### config.mk
export PLATFORM = sky130hd
export DESIGN_NAME = muldiv_sequencer
export DESIGN_NICKNAME = d
export VERILOG_FILES = /design/src/rtl/muldiv_sequencer.sv
export SDC_FILE = /design/constraint.sdc
export NUM_CORES = 1
export LEC_CHECK = 0
export ABC_AREA = 1
export BUFFER_PORTS_ARGS = -buffer_cell sky130_fd_sc_hd__buf_2
export CORE_ASPECT_RATIO = 0.75
export CORE_UTILIZATION = 55
export CTS_BUF_LIST = sky130_fd_sc_hd__clkbuf_4 sky130_fd_sc_hd__clkbuf_8
export CTS_CLUSTER_SIZE = 24
export DETAILED_ROUTE_END_ITERATION = 8
export PLACE_DENSITY = 0.75
export SYNTH_ARGS = -nofsm -noshare
export SYNTH_HDL_FRONTEND = slang
export SYNTH_SLANG_ARGS = --single-unit
### constraint.sdc
create_clock -name clk -period 3.2 [get_ports clk]
set_input_delay 0.32 -clock clk [delete_from_list [all_inputs] [get_ports clk]]
set_output_delay 0.32 -clock clk [all_outputs]
set_load 0.01 [all_outputs]
### src/rtl/muldiv_sequencer.sv
// muldiv_sequencer
//   Sequencer for the CPU's signed MUL/DIV unit. One op is accepted per start
//   pulse while idle. A MUL uses the external combinational Booth multiplier,
//   which is fed from registered operands and given a fixed settle window. A DIV
//   runs an internal restoring divider, one quotient bit per clock. The result
//   appears on hi_out/lo_out together with a one-cycle done/hi_lo_we strobe.
//
//   Ports
//     clk          system clock, rising edge
//     clr_n        asynchronous active-low reset
//     start        op request, sampled only while busy is low
//     op           0 = MUL, 1 = DIV (both signed)
//     op_a, op_b   multiplicand/dividend, multiplier/divisor
//     mul_a, mul_b registered operands driving the Booth multiplier
//     mul_z        product returned by the Booth multiplier
//     busy         high while in MUL, DIV or FIX
//     done         one-cycle result-valid pulse
//     hi_lo_we     write strobe for the HI/LO registers (same as done)
//     hi_out       MUL: upper product half, DIV: remainder
//     lo_out       MUL: lower product half, DIV: quotient
//     div_by_zero  set with done for a DIV by zero, cleared on the next accept
//
//   state  | meaning
//   S_IDLE | waiting for start
//   S_MUL  | multiplier settling, product captured on the last count
//   S_DIV  | one restoring iteration per clock (or the divide-by-zero exit)
//   S_FIX  | sign correction of quotient and remainder
//   S_DONE | result strobe; a new op may be accepted in this cycle
module muldiv_sequencer #(
  parameter int WIDTH      = 32,
  parameter int MUL_CYCLES = 2
) (
  input  logic               clk,
  input  logic               clr_n,
  input  logic               start,
  input  logic               op,
  input  logic [WIDTH-1:0]   op_a,
  input  logic [WIDTH-1:0]   op_b,
  output logic [WIDTH-1:0]   mul_a,
  output logic [WIDTH-1:0]   mul_b,
  input  logic [2*WIDTH-1:0] mul_z,
  output logic               busy,
  output logic               done,
  output logic               hi_lo_we,
  output logic [WIDTH-1:0]   hi_out,
  output logic [WIDTH-1:0]   lo_out,
  output logic               div_by_zero
);

  localparam int CNT_MAX = (WIDTH > MUL_CYCLES) ? WIDTH : MUL_CYCLES;
  localparam int CW      = $clog2(CNT_MAX + 1);

  typedef enum logic [2:0] {S_IDLE, S_MUL, S_DIV, S_FIX, S_DONE} state_t;

  state_t             state_q, state_d;
  logic [CW-1:0]      cnt_q, cnt_d;
  logic [WIDTH-1:0]   a_q, a_d;
  logic [WIDTH-1:0]   b_q, b_d;
  logic [WIDTH:0]     rem_q, rem_d;
  logic [WIDTH-1:0]   quo_q, quo_d;
  logic [WIDTH-1:0]   dvs_q, dvs_d;
  logic [WIDTH-1:0]   hi_q, hi_d;
  logic [WIDTH-1:0]   lo_q, lo_d;
  logic               dbz_q, dbz_d;

  logic [WIDTH-1:0]   abs_a, abs_b;
  logic [WIDTH:0]     rem_sh, rem_diff;

  // Magnitudes as unsigned; the most negative value maps onto itself, which is
  // the correct unsigned magnitude.
  assign abs_a = op_a[WIDTH-1] ? (-op_a) : op_a;
  assign abs_b = op_b[WIDTH-1] ? (-op_b) : op_b;

  // The quotient register doubles as the dividend shifter: its MSB feeds the
  // partial remainder and quotient bits enter at the LSB.
  assign rem_sh   = {rem_q[WIDTH-1:0], quo_q[WIDTH-1]};
  assign rem_diff = rem_sh - {1'b0, dvs_q};

  assign busy        = (state_q == S_MUL) || (state_q == S_DIV) || (state_q == S_FIX);
  assign done        = (state_q == S_DONE);
  assign hi_lo_we    = done;
  assign mul_a       = a_q;
  assign mul_b       = b_q;
  assign hi_out      = hi_q;
  assign lo_out      = lo_q;
  assign div_by_zero = dbz_q;

  always_comb begin
    state_d = state_q;
    cnt_d   = cnt_q;
    a_d     = a_q;
    b_d     = b_q;
    rem_d   = rem_q;
    quo_d   = quo_q;
    dvs_d   = dvs_q;
    hi_d    = hi_q;
    lo_d    = lo_q;
    dbz_d   = dbz_q;

    case (state_q)
      S_IDLE, S_DONE: begin
        state_d = S_IDLE;
        if (start) begin
          a_d   = op_a;
          b_d   = op_b;
          dbz_d = 1'b0;
          rem_d = '0;
          quo_d = abs_a;
          dvs_d = abs_b;
          if (op) begin
            state_d = S_DIV;
            cnt_d   = CW'(WIDTH - 1);
          end else begin
            state_d = S_MUL;
            cnt_d   = CW'(MUL_CYCLES - 1);
          end
        end
      end

      S_MUL: begin
        if (cnt_q == '0) begin
          {hi_d, lo_d} = mul_z;
          state_d      = S_DONE;
        end else begin
          cnt_d = cnt_q - CW'(1);
        end
      end

      S_DIV: begin
        if (b_q == '0) begin
          hi_d    = a_q;
          lo_d    = '1;
          dbz_d   = 1'b1;
          state_d = S_DONE;
        end else begin
          if (!rem_diff[WIDTH]) begin
            rem_d = rem_diff;
            quo_d = {quo_q[WIDTH-2:0], 1'b1};
          end else begin
            rem_d = rem_sh;
            quo_d = {quo_q[WIDTH-2:0], 1'b0};
          end
          if (cnt_q == '0) begin
            state_d = S_FIX;
          end else begin
            cnt_d = cnt_q - CW'(1);
          end
        end
      end

      S_FIX: begin
        // Truncating division: quotient sign from both operands, remainder
        // takes the dividend's sign. MIN / -1 wraps back to MIN.
        lo_d    = (a_q[WIDTH-1] ^ b_q[WIDTH-1]) ? (-quo_q) : quo_q;
        hi_d    = a_q[WIDTH-1] ? (-rem_q[WIDTH-1:0]) : rem_q[WIDTH-1:0];
        state_d = S_DONE;
      end

      default: state_d = S_IDLE;
    endcase
  end

  always_ff @(posedge clk or negedge clr_n) begin
    if (!clr_n) begin
      state_q <= S_IDLE;
      cnt_q   <= '0;
      a_q     <= '0;
      b_q     <= '0;
      rem_q   <= '0;
      quo_q   <= '0;
      dvs_q   <= '0;
      hi_q    <= '0;
      lo_q    <= '0;
      dbz_q   <= 1'b0;
    end else begin
      state_q <= state_d;
      cnt_q   <= cnt_d;
      a_q     <= a_d;
      b_q     <= b_d;
      rem_q   <= rem_d;
      quo_q   <= quo_d;
      dvs_q   <= dvs_d;
      hi_q    <= hi_d;
      lo_q    <= lo_d;
      dbz_q   <= dbz_d;
    end
  end

endmodule
======== Yosys cells after proc, flatten, opt, wreduce, memory -nomap -nowiden ========
Index checks and enable logic that the tools add are counted.
W data, S select, Z words.
storage, ports and cells
  output and inout port bits .............. 132
  logic and storage cells ................. 73
  input port bits ......................... 132
  register bits after elaboration ......... 234
cells by class
  multiplexer cells ....................... 32
  bitwise operators ....................... 1
  reductions and logical operators ........ 15
  add/sub/neg operators ................... 6
  eq/ne operators ......................... 9
operators with widths
  operator               count
  $mux W32               13
  $pmux W32 S3           2
  $neg A32 Y32           4
  $pmux W32 S2           2
  $sub A33 B32 Y33       1
  $logic_not A32 Y1      1
  $mux W6                3
  $pmux W6 S3            1
  $pmux W3 S4            1
  $reduce_and A3 Y1      4
  $mux W3                3
  $eq A3 B2 Y1 const B   2
  $logic_not A6 Y1       1
  $reduce_bool A3 Y1     2
  $sub A6 B1 Y6 const B  1
  $mux W5                1
  $mux W2                2
  $ne A2 B1 Y1 const B   2
  $ne A2 B2 Y1 const B   2
  $reduce_and A2 Y1      2
  $eq A3 B1 Y1 const B   1
  $eq A3 B3 Y1 const B   1
  $logic_not A3 Y1       1
  $mux W1                3
  other kinds (6)        7

======== Depth between registers and ports, before layout ========
  depth in word-level cells ............... 4
  depth in mapped cells ................... 18
  gate-level depth less buffers ........... 17

======== Least setup slack after synthesis ========
OpenSTA, ideal clock, no wires.
  path kind ............................... register -> register
  start point ............................. reg b_q[0] (netlist: mul_b[0])
  end point ............................... reg rem_q[16]
  required time ........................... 3.082 ns
  data arrival time ....................... 2.098 ns
  setup time .............................. 0.118 ns
  period minus slack after synthesis ...... 2.216 ns
  path buffers ............................ 1
  cell stages (with the launch flop) ...... 18
  path slack .............................. 0.984 ns
  cells stage by stage .................... dfrtp_1 > ha_1 > fa_1 > inv_1 > nand2_1 > nand2_1 > nand3_1 > nand2_2 > nand2_2 > nand2_4 > nand2_4 > nand2_4 > nand2_4 > nand2_4 > buf_6 > nand2_1 > nand3_1 > nand2_1
between the ends
  cells in the longest elaborated chain, start to end .. 3
ends and longest elaborated chain
  what                         line  source
  start, declared              58    logic [WIDTH-1:0] b_q, b_d;
  start signal, assigned       168   b_q <= '0;
  start signal, assigned       179   b_q <= b_d;
  $logic_not A32 Y1            130   if (b_q == '0) begin
  $ne A2 B2 Y1 (no line)       n/a
  $reduce_and A3 Y1 (no line)  n/a
  end signal, assigned         180   rem_q <= rem_d;
  end, declared                59    logic [WIDTH:0] rem_q, rem_d;
Every way passes these cells.
A chain may end at the register's enable or synchronous reset.

======== Worst setup path after layout ========
  start point ............................. reg quo_q[31]
  end point ............................... reg rem_q[30]
between the ends
  cells in the longest elaborated chain, start to end .. 4
ends and longest elaborated chain
  what                    line  source
  start, declared         60    logic [WIDTH-1:0] quo_q, quo_d;
  start signal, assigned  181   quo_q <= quo_d;
  $sub A33 B32 Y33        77    assign rem_diff = rem_sh - {1'b0, dvs_q};
  $mux W32                136   if (!rem_diff[WIDTH]) begin
  $mux W32                130
  $pmux W32 S2            100   case (state_q)
Every way passes these cells. The select of a mux whose other input is x is not followed.

==> out/results.ini <==
[status]
status=finished, final reports clean

[critical_path]
cp.arrival_ps=3370
required_ps=3630
cp_cell_sequence=inv_1 > ha_1 > fa_1 > inv_1 > nand2_1 > nand2_1 > nand3_1 > nand2_2 > nand2_2 > nand2_4 > nand2_4 > nand2_4 > nand2_4 > nand2_4 > nand2_1 > nand3_1 > nand2_1
slowest_delay_ps=460
path_class=reg -> reg
critPathTopFamily=simple AND/OR/NAND/NOR gates
cp_slowest_cell=dfrtp_1
cp-start-kind=flip-flop
path_common_cell=nand2_4
cp-end-kind=flip-flop
cp_num_buf_inv=2
cp_max_fo=16

[power]
powerDensity_nw_per_um2=1150
ir_drop_mv=0.607
leakagePower_nw=10.2

[synthesis]
synth_flop_cell=dfrtp_1
mappedNetlistNets=2728
synth_seq_cells=233
ys_warn_count=0
synth_cell_types=49
synth_common_cells=nand2_1, inv_1, nor2_1
yosys-top-cells-area=dfrtp_1, nand2_1, inv_1
synth_top_area_share_pct=35.2
syn_inst=2557
ys_seq_area_share_pct=35.2
async_reset_ff_share_pct=100
netlist_area_um2=16600
avgSynthCellArea_um2=6.48
synth.most_common_cell=nand2_1
synth_area_leader_cell=dfrtp_1
synth_edf_count=0

[placed_design]
gp_congestion=1.06
dpl_cell_area_um2=18200
port_buffers=263
place_ws_ps=391
dpl.hpwl_um=49100

[sta]
finalHoldViolations=0
setup_slack_ps=259
finalSetupTns_ps=0
worst_slew_pin_slew_ps=1120
period_minus_slack_ps=2940
slew_viol_final=0
clock_skew_ps=57.8
slew_headroom_pct=25.1
min_period_over_period_pct=91.9
setup_viol=0
max_freq_mhz=340
rsz0062_at_grt=no

[min_path]
hp-class=in -> reg

[route]
routed_via_density=5.77
post_drt_wl_per_cell_um=19.5
route.vias.total=18700
drc=0
totalWireLength_um=63300
drtIter0Drc=2732
first_pass_iters=6
ant_nets=0

[grt]
grt_pass1_wl_um=96500
grt_max_degree=97
grt_usage_pct=40.6
grt_antenna_before_repair=2
grt_pass1_vias=16800
grt_overflow=0

[cts]
cts_resized=0
holdBufCountCts=26
cts_root_buf=clkbuf_8
cts_setup_buffers=0
h-tree-depth=2
numCtsBuffers=39
clk_pin_slew_ps=60
cts_buffer_depth=3
numClockSinks=233
cts_tree=built
clock_latency_ps=600

[floorplanning]
core_um2=29300
die_width_um=202
initial_core_util_pct=56.5
fp-row-count=54
fp.dieH_um=152
ioPinCount=264
die_area_um2=30800

[final_layout]
diodes=0
nets=2991
fin_util_pct=65.8
fin_area_um2=19300
final_layout_size_suffix_gt1_share_pct=14.2
syn_to_final_growth_pct=16.4

[flow_run]
cap_violations=0

## logic make-up after synthesis
kind of cell | after synthesis | synth area share, %
XOR/XNOR | 31 | 1.64
AO/OA/AOI/OAI | 415 | 13.9
adder cells (fa/ha/maj) | 39 | 2.99
buffers and inverters | 427 | 10.2
flip-flops | 233 | 35.2
AND/OR/NAND/NOR | 1412 | 36.1
## area by class of cell
| cell class | count | area [µm²] |
|---|---|---|
| inverter | 335 | 1260 |
| tap | 392 | 490 |
| timing repair buffer | 314 | 1820 |
| sequential | 233 | 5830 |
| clock buffer | 56 | 708 |
| clock inverter | 15 | 118 |
| fill | 2767 | 10000 |
| multi-input combinational | 1897 | 9060 |
## final timing paths
kind / start / endpoint / slack, ps / cells after the start
max in group asynchronous: clr_n / mul_a[18] / 1880 / 3
setup reg to reg: quo_q[31] / rem_q[30] / 260 / 17
hold / removal: mul_z[23] / lo_out[23] / 10 / 3
hold reg to reg: lo_out[18] / lo_out[18] / 480 / 2
setup / recovery: quo_q[31] / rem_q[30] / 260 / 17
min in group asynchronous: clr_n / rem_q[31] / 360 / 2
## registers in the layout, summed over array words and instances (netlist names)
register / count
div_by_zero: 1
quo_q: 32
hi_out: 32
mul_b: 32
state_q: 3
rem_q: 32
mul_a: 32
dvs_q: 31
lo_out: 32
cnt_q: 6
## placed cells by master (no fill, tap or decap), drive strengths merged, types with 21 or more instances in the layout
| cell type | n |
|---|---|
| nand2 | 794 |
| inv | 335 |
| buf | 288 |
| nor2 | 274 |
| nand3 | 240 |
| o21ai | 239 |
| dfrtp | 233 |
| a21oi | 85 |
| clkbuf | 56 |
| ha | 38 |
| nand4 | 36 |
| nor3 | 31 |
| dlygate4sd3 | 26 |
| xor2 | 21 |
## power breakdown
| group | internal (mW) | switching, mW |
|---|---|---|
| combinational | 4.28 | 9.37 |
| clock | 1.53 | 1.35 |
| sequential | 4.34 | 1.38 |
| total | 10.2 | 12.1 |
## per-stage QoR
stage	total power [mW]	cells	hold WS (ps)
floorplan	14.4	2557	24.4
global placement	18.5	3145	400
detailed placement	18.8	3145	392
CTS	21.8	3242	3.03
global route	23.9	3242	44.2
finish	22.2	3242	13.6
## metal layers
| metal | wire (µm) | track usage (%) | share of wire, % |
|---|---|---|---|
| met1 | 28400 | 64.0 | 45 |
| met2 | 24400 | 53.7 | 39 |
| met3 | 9410 | 12.7 | 15 |
| met4 | 1010 | 7.34 | 1.6 |
| met5 | 23 | 0 | 0.036 |
## worst register-to-register path, cell delays in order, from the launching register on
cell	delay, ps
dfrtp_1	460
inv_1	200
ha_1	260
fa_1	420
inv_1	140
nand2_1	60
nand2_1	80
nand3_1	110
nand2_2	140
nand2_2	90
nand2_4	80
nand2_4	80
nand2_4	90
nand2_4	130
nand2_4	230
nand2_1	90
nand3_1	80
nand2_1	70
Note: power is estimated with default switching activity, not from simulation.
